### config.mk
export PLATFORM = sky130hd
export DESIGN_NAME = md_unit
export DESIGN_NICKNAME = d
export VERILOG_FILES = /design/src/rtl/md_unit.sv
export SDC_FILE = /design/constraint.sdc
export NUM_CORES = 1
export LEC_CHECK = 0
export BUFFER_PORTS_ARGS = -buffer_cell sky130_fd_sc_hd__buf_2
export CORE_MARGIN = 2
export CORE_UTILIZATION = 35
export CTS_CLUSTER_DIAMETER = 120
export DETAILED_ROUTE_END_ITERATION = 7
export GPL_ROUTABILITY_DRIVEN = 0
export PLACE_DENSITY = 0.63
export SYNTH_ARGS = -nofsm -noshare
export SYNTH_HDL_FRONTEND = slang
export SYNTH_SLANG_ARGS = --single-unit
### constraint.sdc
create_clock -name clk -period 13.42 [get_ports clk]
set_input_delay 0.671 -clock clk [delete_from_list [all_inputs] [get_ports clk]]
set_output_delay 0.671 -clock clk [all_outputs]
set_load 0.05 [all_outputs]
### src/rtl/md_unit.sv
// Iterative multiply/divide unit holding the architectural HI/LO registers.
// One shift-add or restoring-subtract step per cycle, then a sign-fix cycle.
module md_unit #(
   parameter int WIDTH = 32
) (
   input  logic             clk,
   input  logic             reset,
   input  logic             start,
   input  logic [1:0]       op,
   input  logic [WIDTH-1:0] rs_data,
   input  logic [WIDTH-1:0] rt_data,
   input  logic             hi_we,
   input  logic             lo_we,
   output logic             busy,
   output logic             done,
   output logic [WIDTH-1:0] hi,
   output logic [WIDTH-1:0] lo
);

   localparam int CNT_W = (WIDTH > 1) ? $clog2(WIDTH) : 1;

   typedef enum logic [1:0] {
      IDLE = 2'd0,
      CALC = 2'd1,
      FIX  = 2'd2
   } state_t;

   state_t             state_q, state_d;
   logic [CNT_W-1:0]   cnt_q, cnt_d;
   logic [WIDTH-1:0]   hi_q, hi_d, lo_q, lo_d;
   logic               busy_q, busy_d, done_q, done_d;
   logic [WIDTH-1:0]   a_q, a_d, b_q, b_d;
   logic [WIDTH-1:0]   rem_q, rem_d, quo_q, quo_d;
   logic               neg_a_q, neg_a_d, neg_b_q, neg_b_d, is_div_q, is_div_d;

   logic [WIDTH:0]     mul_sum;
   logic [WIDTH:0]     div_shift;
   logic               div_ge;
   logic [2*WIDTH-1:0] prod;

   function automatic logic [WIDTH-1:0] neg_w(input logic [WIDTH-1:0] v);
      return ~v + WIDTH'(1);
   endfunction

   function automatic logic [2*WIDTH-1:0] neg_2w(input logic [2*WIDTH-1:0] v);
      return ~v + (2*WIDTH)'(1);
   endfunction

   function automatic logic [WIDTH-1:0] magnitude(input logic signed [WIDTH-1:0] v,
                                                  input logic               is_signed);
      return (is_signed && v < 0) ? neg_w(v) : v;
   endfunction

   always_comb begin
      state_d  = state_q;
      cnt_d    = cnt_q;
      hi_d     = hi_q;
      lo_d     = lo_q;
      done_d   = 1'b0;
      a_d      = a_q;
      b_d      = b_q;
      rem_d    = rem_q;
      quo_d    = quo_q;
      neg_a_d  = neg_a_q;
      neg_b_d  = neg_b_q;
      is_div_d = is_div_q;

      mul_sum   = {1'b0, rem_q} + (quo_q[0] ? {1'b0, a_q} : '0);
      div_shift = {rem_q, quo_q[WIDTH-1]};
      div_ge    = (div_shift >= {1'b0, b_q});
      prod      = {rem_q, quo_q};

      case (state_q)
         IDLE: begin
            if (start) begin
               a_d      = magnitude(rs_data, op[0]);
               b_d      = magnitude(rt_data, op[0]);
               neg_a_d  = op[0] & rs_data[WIDTH-1];
               neg_b_d  = op[0] & rt_data[WIDTH-1];
               is_div_d = op[1];
               rem_d    = '0;
               // multiplier shifts out of quo for MUL, dividend shifts out of quo for DIV
               quo_d    = op[1] ? magnitude(rs_data, op[0]) : magnitude(rt_data, op[0]);
               cnt_d    = '0;
               state_d  = CALC;
            end else begin
               if (hi_we) hi_d = rs_data;
               if (lo_we) lo_d = rs_data;
            end
         end
         CALC: begin
            if (is_div_q) begin
               rem_d = div_ge ? WIDTH'(div_shift - {1'b0, b_q}) : div_shift[WIDTH-1:0];
               quo_d = {quo_q[WIDTH-2:0], div_ge};
            end else begin
               rem_d = mul_sum[WIDTH:1];
               quo_d = {mul_sum[0], quo_q[WIDTH-1:1]};
            end
            cnt_d = cnt_q + CNT_W'(1);
            if (cnt_q == CNT_W'(WIDTH-1)) state_d = FIX;
         end
         FIX: begin
            if (!is_div_q) begin
               if (neg_a_q ^ neg_b_q) prod = neg_2w(prod);
               hi_d = prod[2*WIDTH-1:WIDTH];
               lo_d = prod[WIDTH-1:0];
            end else if (b_q == '0) begin
               lo_d = '1;
               hi_d = neg_a_q ? neg_w(a_q) : a_q;
            end else begin
               lo_d = (neg_a_q ^ neg_b_q) ? neg_w(quo_q) : quo_q;
               hi_d = neg_a_q ? neg_w(rem_q) : rem_q;
            end
            done_d  = 1'b1;
            state_d = IDLE;
         end
         default: state_d = IDLE;
      endcase

      busy_d = (state_d != IDLE);
   end

   always_ff @(posedge clk) begin
      if (reset) begin
         state_q <= IDLE;
         cnt_q   <= '0;
         hi_q    <= '0;
         lo_q    <= '0;
         busy_q  <= 1'b0;
         done_q  <= 1'b0;
      end else begin
         state_q <= state_d;
         cnt_q   <= cnt_d;
         hi_q    <= hi_d;
         lo_q    <= lo_d;
         busy_q  <= busy_d;
         done_q  <= done_d;
      end
   end

   // Working registers are fully rewritten on every launch, so they carry no reset.
   always_ff @(posedge clk) begin
      a_q      <= a_d;
      b_q      <= b_d;
      rem_q    <= rem_d;
      quo_q    <= quo_d;
      neg_a_q  <= neg_a_d;
      neg_b_q  <= neg_b_d;
      is_div_q <= is_div_d;
   end

   assign busy = busy_q;
   assign done = done_q;
   assign hi   = hi_q;
   assign lo   = lo_q;

endmodule

==> impl_metrics.json, run 1 <==
{
  "status": "completed",
  "die_y_um": 224.9,
  "antenna_cells": 0,
  "p_switching_w": 0.0008642,
  "cpMaxStageDelayCell": "edfxtp_1",
  "antenna_left": 0,
  "grt_pass1_vias": 16210,
  "syn_area_mm2": 0.01707,
  "cts-root-buf": "clkbuf_16",
  "maxSlewHeadroom_pct": 22.00,
  "hold_path_class": "in -> reg",
  "ctsHoldBuffers": 0,
  "tritoncts": "yes",
  "reg2reg_setup_slack_ns": 9.12,
  "dr.pass1.iters": 6,
  "yosysWarnings": 0,
  "cts-resized-gates": 0,
  "crit_family": "compound AO/OA/AOI/OAI gates",
  "drc": 0,
  "p_leak_nw": 7.375,
  "final_nets": 2266,
  "fmax_mhz": 232.5,
  "fp.coreArea_mm2": 0.04795,
  "tightestPinTransition_ns": 1.160,
  "synth_edf_count": 131,
  "required_ns": 13.72,
  "crit_arrival_ns": 4.60,
  "layout-drive-gt1-share_pct": 12.15,
  "die-area_mm2": 0.05056,
  "clkSinkCount": 204,
  "syn_avg_cell_area_um2": 8.240,
  "synth-seq-cells": 204,
  "pwr-share-clk_pct": 29.2,
  "maxSlewViolCount": 0,
  "setup_viol_count_final": 0,
  "crit_path_end_kind": "flop",
  "crit_path_start_kind": "flop",
  "comb_power_share_pct": 33.7,
  "crit_type": "reg -> reg",
  "synth.top_cell.area_share_pct": 23.04,
  "p_seq_share_pct": 37.1,
  "antenna_found_initial": 3,
  "netSwitchingFraction_pct": 38.12,
  "yosys_most_used_dff": "edfxtp_1",
  "post_cts_buffers": 0,
  "placementRows": 80,
  "cts.path.max_buffers": 3,
  "clkTransAtPathRegs_ns": 0.06,
  "slowest_delay_ns": 0.92,
  "fin_crit_ns": 4.301,
  "synth-async-reset-ratio_pct": 0,
  "ir_drop_mv": 0.08036,
  "grt_pass1_wl_um": 96920,
  "io_pins": 137,
  "synth.area.top_cells": "edfxtp_1 (23%), dfxtp_1 (8.6%), a21oi_1 (5.7%)",
  "htree_levels": 1,
  "rsz0062_at_grt": "no",
  "die_w_um": 224.9,
  "port-buffer-count": 136,
  "synth_top_area_cell": "edfxtp_1",
  "path_buf_inv": 1,
  "postSynthCellCount": 2072,
  "period_share_pct": 32.05,
  "setup_tns_ns": 0,
  "syn-num-nets": 2216,
  "fin_skew_ns": 0.01481,
  "grt-ovfl-total": 0,
  "powerDensity_mw_per_mm2": 119.3,
  "clk_latency_ns": 0.56,
  "drtIter0Drc": 1942,
  "dpl.hpwl_um": 49430,
  "crit_path_max_fanout": 33,
  "wl_per_cell_um": 23.44,
  "grt_start_max_net_pins": 76,
  "yosys-top-cells-count": "a21oi_1 (193), nor2_1 (186), nand2_1 (175)",
  "ys_types": 78,
  "cap_violations": 0,
  "num_vias": 17170,
  "wl_um": 64570,
  "placed_cell_area_mm2": 0.01821,
  "start_util_pct": 35.61,
  "synth_seq_area_share_pct": 31.60,
  "grt_usage_pct": 24.84,
  "synthToLayoutAreaGrowth_pct": 11.31,
  "stdcell_area_mm2": 0.01900,
  "crit_chain": "inv_1 > nor2_1 > ha_1 > and3_1 > a221o_1 > a22oi_1 > o21ai_0 > a31oi_1 > o21ai_0 > a31oi_1 > mux2i_1 > o211ai_1",
  "yosysMostFrequentCell": "a21oi_1",
  "vias_per_cell": 6.232,
  "hold_viol_final": 0,
  "cts_inserted_buffers": 24,
  "p_int_w": 0.001403
}
logic make-up after synthesis:
logic type | synth area share, %
compound gates | 23.47
buf+inv | 4.609
flops | 31.60
xor+xnor | 9.900
simple gates | 20.12
fa+ha+maj | 5.437
mux | 4.866
final cells by class:
| type | instances | area, µm² |
|---|---|---|
| clock buffers | 37 | 732.0 |
| clock inverters | 7 | 58.81 |
| fillers | 4784 | 28940 |
| inverters | 73 | 274.0 |
| multi-input cells | 1662 | 10940 |
| flip-flops and latches | 204 | 5395 |
| well taps | 615 | 769.5 |
| repair buffers | 157 | 838.3 |
stage by stage:
step	instances	hold slack, ns	setup slack (ns)	utilization [%]	power (W)
final	2755	0.4044	9.119	39.64	0.002267
after global routing	2755	0.4064	8.735	39.64	0.002358
after CTS	2755	0.4011	9.180	39.64	0.002251
after detailed placement	2711	0.4471	9.190	37.99	0.001593
after global placement	2711	0.4417	9.332	37.99	0.001581
after floorplan	2072	0.4352	7.532	-	0.001358
flip-flops by register name, summed over array words and instances, names as in the netlist:
signal and count:
hi 32, done 1, state_q 2, neg_b_q 1
quo_q 32, rem_q 32, neg_a_q 1, cnt_q 5
lo 32, b_q 32, a_q 32, busy 1
is_div_q 1
final timing paths:
check / startpoint / endpoint / depth (start not counted)
worst max-delay path: quo_q[0] / rem_q[27] / 12
worst min-delay path: rt_data[0] / b_q[0] / 1
worst max register to register: quo_q[0] / rem_q[27] / 12
worst min register to register: lo[11] / lo[11] / 2
power groups by stage:
| stage | sequential [W] | clock (W) | combinational [W] |
|---|---|---|---|
| after floorplan | 0.000827 | 0 | 0.000530 |
| after global placement | 0.000848 | 0 | 0.000734 |
| after detailed placement | 0.000850 | 0 | 0.000744 |
| after CTS | 0.000837 | 0.000666 | 0.000749 |
| after global routing | 0.000847 | 0.000686 | 0.000825 |
| final | 0.000841 | 0.000663 | 0.000763 |
metal layers:
layer	part of all wire (%)	routed length [µm]	vias to the layer above	global-route usage, %
met5	0.015	10	-	0
met4	5.1	3304	2	11.96
met3	9.5	6147	190	4.533
met2	46	29730	971	40.24
met1	39	25380	8227	31.90
li1	-	-	7780	-
layout by cell type (no fill, tap or decap), drive strengths merged, types with 37 or more instances in the layout:
cell    netlist  routed
nor4         43      43
inv          72      74
nor2        186     186
a21oi       193     193
dfxtp        73      73
ha           71      71
a211oi       44      44
xor2        102     102
edfxtp      131     131
nand2       176     176
and2         44      44
o21ai       134     134
clkbuf      119      37
mux2i        47      47
buf          14     157
xnor2        91      91
nor3         60      60
No activity file was read; power rests on OpenSTA's default activity.
==> run 2: changes to the inputs <==
--- a/config.mk
+++ b/config.mk
@@ -5,6 +5,7 @@
 export SDC_FILE = /design/constraint.sdc
 export NUM_CORES = 1
 export LEC_CHECK = 0
+export ABC_AREA = 1
 export BUFFER_PORTS_ARGS = -buffer_cell sky130_fd_sc_hd__buf_2
 export CORE_MARGIN = 2
 export CORE_UTILIZATION = 35
==> constraint.sdc (replaced) <==
create_clock -name clk -period 4 [get_ports clk]
set_input_delay 0.2 -clock clk [delete_from_list [all_inputs] [get_ports clk]]
set_output_delay 0.2 -clock clk [all_outputs]
set_load 0.05 [all_outputs]
==> run 2 against run 1 <==
  * Non-clock buffer count up 17
  * Hold slack worse by 0.38 ns
  * Via count grew 32%
  * Cell count is 49% higher
  * Routed wire length grew 27%
  * The run now ends with DRC left
  * Clock power rose to 3.2 times the previous value
  * Global-route usage is 1.9 points higher
  * Combinational power grew to 4.0 times the previous value
  * Highest routed layer is now met4
  * First-iteration DRC count up 37%
  * Flip-flop and latch count unchanged
  * Utilization fell by 0.34 points
==> impl_metrics.json, run 2 <==
{
  "hold_viol_final": 0,
  "port-buffer-count": 136,
  "grt_pass1_wl_um": 121600,
  "htree_levels": 1,
  "required_ns": 4.29,
  "die_w_um": 243.3,
  "yosys_most_used_dff": "edfxtp_1",
  "hold_path_class": "in -> reg",
  "status": "finished with violations",
  "clkTransAtPathRegs_ns": 0.06,
  "grt_usage_pct": 26.70,
  "p_leak_nw": 10.63,
  "post_cts_buffers": 0,
  "crit_path_end_kind": "flop",
  "grt-ovfl-total": 0,
  "crit_type": "reg -> reg",
  "synth_top_area_cell": "edfxtp_1",
  "syn-num-nets": 3395,
  "wl_um": 82030,
  "clkSinkCount": 204,
  "regToRegEndpoint": "rem_q[0]",
  "dpl.hpwl_um": 65830,
  "rsz0062_at_grt": "no",
  "num_vias": 22690,
  "violations": "DRC",
  "synth_seq_area_share_pct": 26.91,
  "mostFrequentLayoutCells": "nand2_1 (859), nor2_1 (425), inv_1 (381)",
  "cap_violations": 0,
  "fin_skew_ns": 0.02097,
  "crit_path_max_fanout": 33,
  "crit_path_start_kind": "flop",
  "wl_per_cell_um": 19.96,
  "crit_arrival_ns": 3.55,
  "drtIter0Drc": 2655,
  "whs_ns": 0.02484,
  "r2r-start": "rem_q[14]",
  "setup_tns_ns": 0,
  "multiInputGateArea_mm2": 0.01264,
  "cts_inserted_buffers": 24,
  "synth.area.top_cells": "edfxtp_1 (20%), nand2_1 (16%), nand3_1 (8.6%)",
  "synth_edf_count": 131,
  "fin_crit_ns": 3.265,
  "yosys-top-cells-count": "nand2_1 (859), nor2_1 (428), inv_1 (383)",
  "fillerInstances": 6208,
  "fp.coreArea_mm2": 0.05650,
  "yosysWarnings": 0,
  "register_area_mm2": 0.005395,
  "maxSlewHeadroom_pct": 23.50,
  "syn_area_mm2": 0.02005,
  "pre_cts_ws_ns": 0.8312,
  "period_share_pct": 81.62,
  "drc": 4,
  "cts-root-buf": "clkbuf_16",
  "io_pins": 137,
  "final_nets": 3480,
  "synth-seq-cells": 204,
  "layout-drive-gt1-share_pct": 9.484,
  "start_util_pct": 35.48,
  "synthToLayoutAreaGrowth_pct": 10.77,
  "syn_avg_cell_area_um2": 6.166,
  "synth-async-reset-ratio_pct": 0,
  "clk_latency_ns": 0.54,
  "cts.path.max_buffers": 3,
  "antenna_found_initial": 0,
  "setup_viol_count_final": 0,
  "dr.pass1.iters": 8,
  "final_common_cell": "nand2_1",
  "tightestPinTransition_ns": 1.147,
  "grt_start_max_net_pins": 152,
  "maxSlewViolCount": 0,
  "fmax_mhz": 306.3,
  "synth.top_cell.area_share_pct": 19.62,
  "placementRows": 87,
  "final_core_util_pct": 39.30,
  "hold_depth": 3,
  "die_y_um": 243.3,
  "vias_per_cell": 5.522,
  "min_from": "rs_data[30]",
  "tritoncts": "yes",
  "die-area_mm2": 0.05920,
  "grt_pass1_vias": 20550,
  "antenna_cells": 0,
  "ys_types": 51,
  "yosysMostFrequentCell": "nand2_1",
  "fin_ws_ns": 0.7353,
  "antenna_left": 0,
  "powerDensity_mw_per_mm2": 358.2,
  "cts-resized-gates": 0,
  "ctsHoldBuffers": 4,
  "reg2reg_depth": 13,
  "reg2reg_setup_slack_ns": 0.74,
  "postSynthCellCount": 3251,
  "whs_endpoint": "a_q[30]",
  "ir_drop_mv": 0.3005
}
==> run 2: stage by stage <==
stage / std cells / power, W / area (µm²)
global placement: 4062 / 0.005749 / 21410
CTS: 4109 / 0.007895 / 22200
floorplan: 3251 / 0.004798 / 20050
global route: 4109 / 0.008343 / 22200
detailed placement: 4062 / 0.005750 / 21410
finish: 4109 / 0.007954 / 22200
==> run 2: report_power, final <==
group / leakage (nW) / internal, W / switching (W)
Sequential: 1.91 / 0.00248 / 0.000252
Combinational: 8.35 / 0.000897 / 0.00218
Clock: 0.370 / 0.00123 / 0.000914
==> run 2: area by class of cell <==
cell class | instances | area share, %
clock inverter | 10 | 0.3719
sequential | 204 | 24.30
clock buffer | 33 | 3.003
tap | 756 | 4.260
timing repair buffer | 174 | 4.452
multi-input combinational | 2536 | 56.92
inverter | 396 | 6.694
==> run 2: cells by family (layout without fill, tap and decap cells) <==
group           count (synthesis)  after routing  synth area share, %
fa+ha+maj                      73             73                4.631
flops                         204            204                26.91
compound gates                513            513                13.44
xor+xnor                      101            101                4.413
buf+inv                       511            613                10.19
simple gates                 1849           1849                40.42
==> run 2: routing by layer <==
layer	vias to the layer above	track usage [%]	part of all wire (%)
met3	243	2.952	8.1
met1	10420	34.16	40
met5	-	0	0
met2	1169	43.40	45
li1	10860	-	-
met4	0	15.84	6.9
==> run 2: critical path, cell delays in order (launching register included) <==
cell and delay (ns):
edfxtp_1 0.56, ha_1 0.42, nand2_1 0.15, nor2_1 0.08, nand2_1 0.11, nor2_2 0.05
nand3_1 0.13, nand2_2 0.09, nor2_4 0.68, nand2_8 0.35, nand3b_1 0.19, nand3_1 0.09
nand2_1 0.06, inv_1 0.04
==> run 2: worst max path at each step <==
stage                     startpoint        end  slack (ns)  depth (start not counted)
after floorplan           state_q[1]     a_q[0]        0.25                          3
after global placement      quo_q[0]  rem_q[28]        0.82                         13
after detailed placement    quo_q[0]  rem_q[28]        0.83                         13
after CTS                   quo_q[0]  rem_q[30]        0.81                         15
after global routing        quo_q[0]  rem_q[15]        0.44                         16
final                      rem_q[14]   rem_q[0]        0.74                         13
